**src/rtl/prog_counter_pkg.sv**
```systemverilog
// Shared encodings for the programmable counter: FSM states, count modes and
// the per-cycle command decode that resolves control-input priority.
package prog_counter_pkg;

  typedef enum logic [1:0] {
    ST_IDLE = 2'b00,
    ST_RUN  = 2'b01,
    ST_DONE = 2'b10
  } state_t;

  localparam logic [1:0] MODE_WRAP    = 2'b00;
  localparam logic [1:0] MODE_SAT     = 2'b01;
  localparam logic [1:0] MODE_ONESHOT = 2'b10;
  localparam logic [1:0] MODE_RSVD    = 2'b11;

  // One winning action per cycle, in priority order clear > load > stop > start > step.
  typedef enum logic [2:0] {
    CMD_HOLD  = 3'd0,
    CMD_CLEAR = 3'd1,
    CMD_LOAD  = 3'd2,
    CMD_STOP  = 3'd3,
    CMD_START = 3'd4,
    CMD_STEP  = 3'd5
  } cmd_t;

  function automatic cmd_t decode_cmd(
    input logic clear,
    input logic load,
    input logic stop,
    input logic start,
    input logic in_run
  );
    cmd_t c;
    c = CMD_HOLD;
    if (clear)               c = CMD_CLEAR;
    else if (load)           c = CMD_LOAD;
    else if (stop)           c = CMD_STOP;
    else if (start && !in_run) c = CMD_START;
    else if (in_run)         c = CMD_STEP;
    return c;
  endfunction

endpackage

```
**src/rtl/prog_counter_tick_gen.sv**
```systemverilog
// Prescaler: counts enabled cycles 0..prescale and ticks on the last one.
// Holds while en=0; clr restarts from 0 and suppresses the tick.
module tick_gen #(
  parameter int PRE_W = 4
) (
  input  logic             clk,
  input  logic             reset_n,
  input  logic             clr,
  input  logic             en,
  input  logic [PRE_W-1:0] prescale,
  output logic             tick
);

  logic [PRE_W-1:0] r_cnt;
  logic             w_at_end;

  // >= rather than == so a prescale lowered mid-period ticks at once instead of wrapping the field.
  assign w_at_end = (r_cnt >= prescale);
  assign tick     = en & ~clr & w_at_end;

  always_ff @(posedge clk or negedge reset_n) begin
    if (!reset_n) begin
      r_cnt <= '0;
    end else if (clr) begin
      r_cnt <= '0;
    end else if (en) begin
      r_cnt <= w_at_end ? '0 : r_cnt + 1'b1;
    end
  end

endmodule

```
**src/rtl/prog_counter.sv**
```systemverilog
// Programmable up/down counter with prescaler, WRAP/SAT/ONESHOT terminal behaviour
// and an IDLE/RUN/DONE control FSM; count and wrap_pulse are registered, tc is combinational.
module prog_counter
  import prog_counter_pkg::*;
#(
  parameter int WIDTH = 8,
  parameter int PRE_W = 4
) (
  input  logic             clk,
  input  logic             reset_n,
  input  logic             clear,
  input  logic             start,
  input  logic             stop,
  input  logic             en,
  input  logic             dir,
  input  logic [1:0]       mode,
  input  logic             load,
  input  logic [WIDTH-1:0] load_val,
  input  logic [WIDTH-1:0] limit,
  input  logic [PRE_W-1:0] prescale,
  output logic [WIDTH-1:0] count,
  output logic             tc,
  output logic             wrap_pulse,
  output logic             running,
  output logic             done
);

  state_t           r_state;
  state_t           w_state_nxt;
  logic [WIDTH-1:0] r_count;
  logic [WIDTH-1:0] w_count_nxt;
  logic             r_wrap;
  logic             w_wrap_nxt;

  cmd_t             w_cmd;
  logic             w_tick;
  logic             w_pre_clr;
  logic             w_pre_en;
  logic             w_tc;

  assign w_cmd = decode_cmd(clear, load, stop, start, r_state == ST_RUN);

  // Any non-step action restarts the prescale period.
  assign w_pre_clr = (w_cmd == CMD_CLEAR) || (w_cmd == CMD_LOAD) ||
                     (w_cmd == CMD_STOP)  || (w_cmd == CMD_START);
  assign w_pre_en  = (w_cmd == CMD_STEP) && en;

  tick_gen #(
    .PRE_W(PRE_W)
  ) u_tick_gen (
    .clk     (clk),
    .reset_n (reset_n),
    .clr     (w_pre_clr),
    .en      (w_pre_en),
    .prescale(prescale),
    .tick    (w_tick)
  );

  // Up-count is terminal at or above limit so a loaded value past limit never runs on.
  assign w_tc = dir ? (r_count >= limit) : (r_count == '0);

  always_ff @(posedge clk or negedge reset_n) begin
    if (!reset_n) begin
      r_state <= ST_IDLE;
      r_count <= '0;
      r_wrap  <= 1'b0;
    end else begin
      r_state <= w_state_nxt;
      r_count <= w_count_nxt;
      r_wrap  <= w_wrap_nxt;
    end
  end

  always_comb begin
    w_state_nxt = r_state;
    w_count_nxt = r_count;
    w_wrap_nxt  = 1'b0;
    unique case (w_cmd)
      CMD_CLEAR: begin
        w_state_nxt = ST_IDLE;
        w_count_nxt = '0;
      end
      CMD_LOAD:  w_count_nxt = load_val;
      CMD_STOP:  w_state_nxt = ST_IDLE;
      CMD_START: w_state_nxt = ST_RUN;
      CMD_STEP: begin
        if (w_tick) begin
          w_wrap_nxt = w_tc;
          if (!w_tc) begin
            w_count_nxt = dir ? r_count + 1'b1 : r_count - 1'b1;
          end else begin
            unique case (mode)
              MODE_SAT:     w_count_nxt = r_count;
              MODE_ONESHOT: w_state_nxt = ST_DONE;
              default:      w_count_nxt = dir ? '0 : limit;
            endcase
          end
        end
      end
      default: ;
    endcase
  end

  assign count      = r_count;
  assign tc         = w_tc;
  assign wrap_pulse = r_wrap;
  assign running    = (r_state == ST_RUN);
  assign done       = (r_state == ST_DONE);

endmodule

```
**config.mk**
```make
export PLATFORM = sky130hd
export DESIGN_NAME = prog_counter
export DESIGN_NICKNAME = d
export VERILOG_FILES = /design/src/rtl/prog_counter_pkg.sv /design/src/rtl/prog_counter_tick_gen.sv /design/src/rtl/prog_counter.sv
export SDC_FILE = /design/constraint.sdc
export NUM_CORES = 1
export LEC_CHECK = 0
export BUFFER_PORTS_ARGS = -buffer_cell sky130_fd_sc_hd__buf_2
export CAP_MARGIN = 20
export CORE_MARGIN = 8
export CORE_UTILIZATION = 40
export DETAILED_ROUTE_END_ITERATION = 8
export GPL_TIMING_DRIVEN = 0
export HOLD_SLACK_MARGIN = 0.12
export PLACE_DENSITY = 0.7
export SLEW_MARGIN = 20
export SYNTH_ARGS = -nofsm -noshare
export SYNTH_HDL_FRONTEND = slang
export SYNTH_SLANG_ARGS = --single-unit
```
**constraint.sdc**
```tcl
create_clock -name clk -period 1.9 [get_ports clk]
set_input_delay 0.095 -clock clk [delete_from_list [all_inputs] [get_ports clk]]
set_output_delay 0.095 -clock clk [all_outputs]
set_load 0.01 [all_outputs]
```
==> impl_results.md <==
* Row Count at 22
* Drt via density at 5.485
* Slowest stage delay, CP at 0.46 ns
* Synth async-reset ratio at 1.000
* Max-cap violation count at 0
* Largest net degree at the start of global routing at 16
* RSZ-0062 raised after global routing: yes
* Leading cell type in the layout, fill and taps excluded: buf_2
* FF-to-FF End: count[5]
* Die area at 0.006076 mm²
* Worst Hold End: count[4]
* Most frequent cells in the layout: 41 x buf_2, 19 x inv_1, 15 x buf_4
* Die Height at 77.95 µm
* CTS H-tree depth at 1
* Core area at 0.003689 mm²
* CP required at 2.04 ns
* Diode count at 0
* CTS root buf: clkbuf_8
* Mapped Cells at 180
* DR vias at 1607
* Final Critical Period at 2.088 ns
* Hold/Removal Path Class: in2reg
* Clock Path Buffers at 2
* CP max-delay cell: dfrtp_2
* CTS tree: built
* Gpl congestion at 0.8653
* Total routed wirelength at 4.679 mm
* Initial DRC Count at 80
* Failing checks: negative setup slack
* Max Fanout on Critical Path at 3
* Critical path class: reg2reg
* Data arrival, critical path at 2.23 ns
* Beginning of the worst register-to-register path: count[4]
* Setup violations, final at 9
* Hold Crit Depth at 3
* CP Cell Sequence: ha_4 -> and2_4 -> a221o_1 -> or3_1 -> a31oi_2 -> a2bb2oi_2 -> o21ai_2
* Peak supply drop at 0.2620 mV
* Worst slew pin tran at 0.5918 ns
* Number of enable flip-flop cells after synthesis at 0
* Syn avg cell area at 8.529 µm²
* Worst r2r path cells at 7
* FILL cells at 336
* Relative slew slack at 0.6055
* Final non-filler cell total at 293
* IO Pins at 42
* Clk pin slew, worst setup/hold paths at 0.06 ns
* DPL Wire Length at 3.277 mm
* Area after DPL at 0.001841 mm²
* Outcome: finished, violations left
* Hold WS at 0.1127 ns
* Placed Cells at 269
* Distinct cells, synth at 51
* Layout Skew at 0.005496 ns
* Fmax at 478.9 MHz
* Tot Pwr at 1.074 mW
* # nets final at 297
* Post-synth net total at 231
* Residual DRC count at 0
* CTS buffer count at 3
* Worst setup SP type: flip-flop
* Initial Util at 0.4162
* Warnings, synthesis at 0
* Max Transition Viols Final at 0
* Final period utilization at 1.099
* Share of layout cells above drive strength 1 at 0.4776
* Final Hold Vio Count at 0
* Critical Path End Type: flip-flop
* Hold path startpoint: load_val[4]
* Primary FF master, synth: dfrtp_1
* Final ANT Viol Nets at 0
* Area grow syn2layout at 47.19%
* Register area share after synthesis at 0.2445
* Mapped Area at 0.001535 mm²
* Routed len/inst at 15.97 µm
* Pwr dens at 475.3 mW/mm²
* Number of global-route vias before repair at 1551
* Design area at 0.002260 mm²
* Initial antenna violation count at 0
* PortBufs at 41
* Seq cells post-synth at 15
* LEAKAGE at 1.086 nW
* First-pass GRT wire length at 7.238 mm
* Drt pass-1 iters at 4
* Gr ovfl total at 0
* Layout Utilization at 0.6126
* Clk_lat worst skew at 0.25 ns
* R2r setup slk at -0.19 ns
* Worst Setup Slack, final at -0.1880 ns
* Die X at 77.95 µm
* CTS sink count at 15
* GRT Total Usage at 0.1426
==> how the worst max path moves through the flow <==
stage,startpoint,end,slack (ns),depth (start not counted)
floorplan,count[4],count[5],-0.04,7
global placement,dir,count[7],-0.28,10
detailed placement,dir,count[5],-0.29,10
CTS,count[4],count[7],-0.14,7
global route,count[1],count[6],-0.27,7
finish,count[4],count[5],-0.19,7
==> sequential cells by signal, summed over array words and instances (netlist names) <==
name              flops
u_tick_gen.r_cnt      4
r_state               2
count                 8
wrap_pulse            1
==> critical path: cells and delay by family, from the launching register on <==
| kind | cells | cell delay [ns] |
|---|---|---|
| flops | 1 | 0.46 |
| fa+ha+maj | 1 | 0.26 |
| compound gates | 4 | 0.79 |
| simple gates | 2 | 0.47 |
==> stage by stage <==
step | setup TNS [ns] | setup WS, ns
after floorplan | -0.04547 | -0.03837
after global placement | -1.960 | -0.2757
after detailed placement | -2.218 | -0.2887
after CTS | -0.7174 | -0.1391
after global routing | -1.887 | -0.2679
final | -1.144 | -0.1880
==> report_power, final <==
group	switching (mW)	leakage [nW]	internal, mW
logic	0.235	0.870	0.222
clock network	0.113	0.0255	0.145
registers	0.0235	0.191	0.335
total	0.372	1.09	0.703
==> logic make-up (layout without fill, tap and decap cells) <==
family / after synthesis / in the layout / share of synthesized area
DFF: 15 / 15 / 0.2445
xor gates and xnor gates: 5 / 5 / 0.02852
adders and majority gates: 21 / 21 / 0.1760
AOI/OAI and AO/OA: 66 / 66 / 0.3040
buffers and inverters: 25 / 90 / 0.06682
and+or+nand+nor: 47 / 47 / 0.1728
muxes: 1 / 1 / 0.007334
==> Yosys cell counts (2+ instances only) <==
master / n / area share
xnor2_1: 4 / 0.023
and4_1: 2 / 0.011
o21ai_0: 14 / 0.046
nor2b_1: 2 / 0.0081
a22o_1: 4 / 0.023
nor2_1: 5 / 0.012
dfrtp_1: 15 / 0.24
or3_1: 2 / 0.0081
nand2b_1: 3 / 0.012
inv_1: 21 / 0.051
nor4_1: 2 / 0.0081
a21o_1: 4 / 0.020
a2bb2oi_1: 5 / 0.029
ha_1: 20 / 0.16
a21oi_1: 15 / 0.049
and2_1: 3 / 0.012
nor3_1: 8 / 0.026
nand3_1: 4 / 0.013
a31oi_1: 2 / 0.0081
a211oi_1: 4 / 0.020
o211ai_1: 2 / 0.0098
and2b_1: 2 / 0.0098
o21a_1: 2 / 0.0098
nand2_1: 8 / 0.020
==> metal layers <==
layer  track usage  up-vias  routed length (µm)
met1        0.1829      743                2130
met5             0        -                   0
met4       0.02593        0                  85
li1              -      801                   -
met3       0.04954        6                 352
met2        0.2272       57                2111
==> area by class of cell <==
| class | count | area (µm²) | share of cell area |
|---|---|---|---|
| flip-flops and latches | 15 | 385.4 | 0.1705 |
| plain buffers | 4 | 27.53 | 0.01218 |
| clock buffers | 3 | 41.29 | 0.01827 |
| clock inverters | 1 | 5.005 | 0.002215 |
| well taps | 48 | 60.06 | 0.02658 |
| repair buffers | 61 | 371.6 | 0.1645 |
| inverters | 21 | 81.33 | 0.03599 |
| multi-input cells | 140 | 1287 | 0.5698 |
==> timing repair <==
action | CTS | global route
hold buffers | 2 | 0
pin swaps | 12 | 13
endpoints found under the hold margin | 16 | 0
setup endpoints to repair | 14 | 12
cloned | 1 | 0
resized for setup | 26 | 26
setup buffers | 14 | 3
No activity file was read; power rests on OpenSTA's default activity.
